<file path="src/rtl/uart_tx_fifo_drain.sv">
// ---------------------------------------------------------------------------
// uart_tx_fifo_drain
//   Drains a first-word-fall-through byte FIFO onto a UART transmit pin.
//   Each popped word goes out as: start bit, WordLength data bits LSB first,
//   optional even-parity bit, one stop bit. Frames run back-to-back while the
//   FIFO has data and en_i is high.
//
//   Optional feature macro: UART_TX_PARITY_EN (adds the even-parity bit).
//
// Parameters
//   WordLength  data bits per frame (matches FIFO word width)
//   ClksPerBit  clk_i cycles per serial bit, 2..65535
//
// Ports
//   clk_i         system clock, rising edge
//   rst_i         asynchronous active-high reset
//   en_i          allows new frames to start (never aborts one in flight)
//   fifo_empty_i  FIFO empty flag
//   fifo_data_i   FIFO head word, valid while fifo_empty_i=0
//   fifo_rd_o     FIFO pop strobe, one cycle per word
//   tx_o          serial output, idle high
//   busy_o        high for every START..STOP cycle
//   done_tick_o   one-cycle pulse on the last STOP cycle
// ---------------------------------------------------------------------------
module uart_tx_fifo_drain #(
  parameter int WordLength = 8,
  parameter int ClksPerBit = 16
) (
  input  logic                  clk_i,
  input  logic                  rst_i,
  input  logic                  en_i,
  input  logic                  fifo_empty_i,
  input  logic [WordLength-1:0] fifo_data_i,
  output logic                  fifo_rd_o,
  output logic                  tx_o,
  output logic                  busy_o,
  output logic                  done_tick_o
);

  localparam int BaudW = $clog2(ClksPerBit);
  localparam int BitW  = (WordLength > 1) ? $clog2(WordLength) : 1;
  localparam logic [BaudW-1:0] BaudLast = BaudW'(ClksPerBit - 1);
  localparam logic [BaudW-1:0] BaudPen  = BaudW'(ClksPerBit - 2);
  localparam logic [BitW-1:0]  BitLast  = BitW'(WordLength - 1);

  typedef enum logic [2:0] {
    IDLE,
    START,
    DATA,
`ifdef UART_TX_PARITY_EN
    PARITY,
`endif
    STOP
  } state_t;

  state_t                r_state;
  logic [BaudW-1:0]      r_baud;
  logic [BitW-1:0]       r_bit;
  logic [WordLength-1:0] r_shreg;
`ifdef UART_TX_PARITY_EN
  logic                  r_par;
`endif
  logic                  r_rd;
  logic                  r_tx;
  logic                  r_busy;
  logic                  r_done;

  logic                  w_baud_last;
  logic                  w_load;
  logic [WordLength-1:0] w_shift;

  assign w_baud_last = (r_baud == BaudLast);
  assign w_shift     = r_shreg >> 1;
  // Pop from IDLE, or on the last STOP cycle so the next START follows with no gap.
  assign w_load      = en_i && !fifo_empty_i &&
                       ((r_state == IDLE) || ((r_state == STOP) && w_baud_last));

  // Outputs are registered: tx/busy are written with the value of the state
  // being entered, so they line up with r_state rather than lagging it.
  always_ff @(posedge clk_i or posedge rst_i) begin
    if (rst_i) begin
      r_state <= IDLE;
      r_baud  <= '0;
      r_bit   <= '0;
      r_shreg <= '0;
`ifdef UART_TX_PARITY_EN
      r_par   <= 1'b0;
`endif
      r_rd    <= 1'b0;
      r_tx    <= 1'b1;
      r_busy  <= 1'b0;
      r_done  <= 1'b0;
    end else begin
      r_rd   <= 1'b0;
      r_done <= 1'b0;
      r_baud <= ((r_state == IDLE) || w_baud_last) ? '0 : r_baud + BaudW'(1);

      unique case (r_state)
        IDLE: begin
          r_tx   <= 1'b1;
          r_busy <= 1'b0;
        end
        START: begin
          if (w_baud_last) begin
            r_state <= DATA;
            r_bit   <= '0;
            r_tx    <= r_shreg[0];
          end
        end
        DATA: begin
          if (w_baud_last) begin
            if (r_bit == BitLast) begin
`ifdef UART_TX_PARITY_EN
              r_state <= PARITY;
              r_tx    <= r_par;
`else
              r_state <= STOP;
              r_tx    <= 1'b1;
`endif
            end else begin
              r_bit   <= r_bit + BitW'(1);
              r_shreg <= w_shift;
              r_tx    <= w_shift[0];
            end
          end
        end
`ifdef UART_TX_PARITY_EN
        PARITY: begin
          if (w_baud_last) begin
            r_state <= STOP;
            r_tx    <= 1'b1;
          end
        end
`endif
        STOP: begin
          // Registered pulse must land on the final STOP cycle.
          if (r_baud == BaudPen) r_done <= 1'b1;
          if (w_baud_last) begin
            r_state <= IDLE;
            r_tx    <= 1'b1;
            r_busy  <= 1'b0;
          end
        end
        default: begin
          r_state <= IDLE;
          r_tx    <= 1'b1;
          r_busy  <= 1'b0;
        end
      endcase

      // Load overrides the IDLE/STOP exit above; data is captured only here.
      if (w_load) begin
        r_state <= START;
        r_shreg <= fifo_data_i;
`ifdef UART_TX_PARITY_EN
        r_par   <= ^fifo_data_i;
`endif
        r_rd    <= 1'b1;
        r_tx    <= 1'b0;
        r_busy  <= 1'b1;
      end
    end
  end

  assign fifo_rd_o   = r_rd;
  assign tx_o        = r_tx;
  assign busy_o      = r_busy;
  assign done_tick_o = r_done;

endmodule

</file>
<file path="config.mk">
export PLATFORM = sky130hd
export DESIGN_NAME = uart_tx_fifo_drain
export DESIGN_NICKNAME = d
export VERILOG_FILES = /design/src/rtl/uart_tx_fifo_drain.sv
export SDC_FILE = /design/constraint.sdc
export NUM_CORES = 1
export LEC_CHECK = 0
export CORE_ASPECT_RATIO = 0.8
export CORE_MARGIN = 4
export CORE_UTILIZATION = 33
export CTS_BUF_LIST = sky130_fd_sc_hd__clkbuf_4
export DETAILED_ROUTE_END_ITERATION = 10
export PLACE_DENSITY_LB_ADDON = 0.05
export SLEW_MARGIN = 40
export SYNTH_ARGS = -nofsm -noshare
export SYNTH_HDL_FRONTEND = slang
export SYNTH_SLANG_ARGS = --single-unit
</file>
<file path="constraint.sdc">
create_clock -name clk_i -period 2.23 [get_ports clk_i]
set_input_delay 0.669 -clock clk_i [delete_from_list [all_inputs] [get_ports clk_i]]
set_output_delay 0.669 -clock clk_i [all_outputs]
set_load 0.1 [all_outputs]
</file>
==> impl_metrics.csv <==
group,metric,value,unit
status,status,"finished, final reports clean",
critical_path,critPathCaptureType,"register",
critical_path,largest_fanout_on_the_critical_path,10,
route,number_of_routed_nets_with_antenna_violations,0,
route,number_of_vias_per_cell_after_detailed_routing,5.46,
clocking,cell_at_the_root_of_the_clock_tree,"clkbuf_4",
clocking,cts.htree.levels,1,
yosys,postSynthAreaPerCell,9.73,um^2
timing,share_of_the_cycle_needed_by_the_critical_path_after_routing,0.833,
place,hpwl,1920,um
critical_path,critical_path.slowest_cell,"or2_0",
critical_path,cpPeakStageDelay,510,ps
clocking,clk-insertion-delay-late,320,ps
floorplanning,die_width,74.5,um
place,placedInstanceArea,0.00136,mm^2
pwr,power.density,454,mW/mm^2
yosys,yosys_most_used_dff,"dfrtp_1",
route,drc,0,
place,count_of_port_buffers_added_during_placement,15,
pwr,p_leak,0.608,nW
timing,timing.fmax,538,MHz
timing,setup-violations-final,0,
job,max-cap-violations,0,
yosys,synth.lib_cells_used.distinct,36,
finish,layoutNonFillerInstCount,177,
yosys,yosys-top-cells-area,"dfrtp_1 43%, ha_1 8.6%, o21ai_0 5.1%, nor3_1 4.7%, a31oi_1 4.3%",
clocking,cts.sinks,21,
floorplanning,die_height,61.2,um
finish,cell_area_after_layout,0.00139,mm^2
clocking,tritoncts_clock_tree,"yes",
route,via_count,966,
finish,final_util,0.406,
clocking,cts_inserted_buffers,3,
timing,finalClockSkew,11.5,ps
yosys,syn_area,0.00117,mm^2
timing,max_slew_margin,0.601,
floorplanning,num_rows,19,
critical_path,timing.critical_path.arrival,2010,ps
grt,grt_first_pass_wirelength,4690,um
clocking,cells_resized_by_post_cts_repair,0,
route,dr.first_iter.drc_count,106,
clocking,holdBufCountCts,0,
yosys,synthesis.nets,140,
timing,tns,0,ps
route,detailedRoute.firstPassIterationCount,4,
yosys,synth.most_common_cell,"dfrtp_1",
yosys,ys_seq_elements,21,
floorplanning,fp.coreArea,0.00342,mm^2
timing,tightest_slew,598,ps
route,routedWlPerCell,15.6,um
pwr,peakVddDrop,221,uV
floorplanning,die-area,0.00456,mm^2
yosys,synth_seq_area_share,0.451,
pwr,post-layout-total-power,0.631,mW
yosys,yosysTopAreaCell,"dfrtp_1",
place,dpl.cell_count,173,
critical_path,worstSetupPathType,"reg2reg",
timing,final.min_clock_period,1860,ps
place,place.gp.congestion,0.724,
yosys,synth_largest_type_area_fraction,0.429,
hold_path,worst_hold_path_type,"reg2reg",
critical_path,cp_data_required_time,2380,ps
critical_path,worstSetupStartpointType,"register",
grt,number_of_global_route_vias_before_repair,943,
timing,report.final.slew_viol_count,0,
grt,globalRouteOverflowTotal,0,
yosys,postSynth.asyncResetShare,1.00,
finish,antenna-diode-count,0,
finish,syn2layout_area_growth,19.1,%
finish,fraction_of_layout_cells_with_a_size_suffix_above_1,0.133,
yosys,postSynthCellCount,120,
finish,design.final.nets,156,
yosys,ys_warn_count,0,
clocking,post_cts.repair.setup_buffers,0,
route,wirelength,2750,um
grt,grt_max_degree,22,
timing,unrepaired_setup_endpoints_after_global_routing,"no",
yosys,post_synth_most_frequent_cells,"20 x dfrtp_1, 12 x o21ai_0, 11 x nor3_1",
grt,gr-usage-all-layers,0.137,
critical_path,worstPathCellList,"ha_1 > a41oi_1 > or2_0 > a31oi_1",
floorplanning,initial_core_util,0.341,
yosys,synth-edff-count,0,
floorplanning,design.portCount,16,
clocking,clockBufferDepth,2,
timing,report.final.hold_viol_count,0,
grt,number_of_antenna_violations_at_the_first_check_in_global_routing,0,
finish,fillers,358,
clocking,clk_transition_reported_paths,130,ps
==> final timing paths <==
check	start	to	slack [ps]	cells past startpoint
max	r_baud[0]	r_shreg[5]	370	4
max reg2reg	r_baud[0]	r_shreg[5]	370	4
min in group asynchronous	rst_i	r_bit[0]	660	3
min reg2reg	r_bit[1]	r_bit[1]	530	1
max in group asynchronous	rst_i	tx_o	1280	3
min	r_bit[1]	r_bit[1]	530	1
==> registers in the layout, indices dropped and copies added, names as in the netlist <==
name,count
r_baud,4
r_bit,3
fifo_rd_o,1
busy_o,1
done_tick_o,1
tx_o,1
r_shreg,8
r_state,2
==> critical path: cells and delay by family, from the launching register on <==
family / cells / cell delay [ps]
flops: 1 / 450
simple gates: 1 / 510
compound gates: 2 / 450
fa+ha+maj: 1 / 290
==> through the flow <==
stage                     setup slack, ps  hold WS, ps
after detailed placement              115          498
after floorplan                       624          470
final                                 372          528
after CTS                             342          528
after global placement                147          489
after global routing                  193          552
==> layer usage <==
| metal | track usage | up-vias | wire length (um) |
|---|---|---|---|
| li1 | - | 475 | - |
| met1 | 0.198 | 463 | 1390 |
| met2 | 0.202 | 26 | 1210 |
| met3 | 0.0343 | 2 | 132 |
| met4 | 0.0406 | 0 | 17 |
| met5 | 0 | - | 0 |
==> power breakdown <==
| group | internal [mW] | switching (mW) | leakage (nW) | total [mW] |
|---|---|---|---|---|
| combinational | 0.0259 | 0.0221 | 0.344 | 0.0480 |
| sequential | 0.386 | 0.00280 | 0.247 | 0.388 |
| clock | 0.0671 | 0.128 | 0.0177 | 0.195 |
==> cell families after synthesis <==
logic type               after synthesis  share of synthesized area
flip-flops                            21                      0.451
AND/OR/NAND/NOR                       37                      0.177
XOR/XNOR                               1                    0.00750
buffers and inverters                 17                     0.0664
AO/OA/AOI/OAI                         36                      0.212
adder cells (fa/ha/maj)                8                     0.0857
==> final cells by class <==
class	instances	area [um^2]	share of cell area
repair buffers	20	190	0.137
well taps	42	52.6	0.0378
inverters	8	30.0	0.0216
flip-flops and latches	21	527	0.379
multi-input cells	82	563	0.405
clock buffers	3	22.5	0.0162
clock inverters	1	5.00	0.00360
==> cells in the final DEF (no fill, tap or decap), types with 2 or more instances in the layout <==
| cell | n |
|---|---|
| a22o_1 | 4 |
| a31oi_1 | 8 |
| buf_4 | 8 |
| clkbuf_4 | 3 |
| clkdlybuf4s50_1 | 11 |
| dfrtp_1 | 20 |
| ha_1 | 8 |
| inv_1 | 8 |
| nand2_1 | 2 |
| nand2b_1 | 2 |
| nand3_1 | 9 |
| nor2_1 | 3 |
| nor2b_1 | 2 |
| nor3_1 | 11 |
| o21ai_0 | 12 |
| o221ai_1 | 2 |
Power figures use the tool's default switching activity.
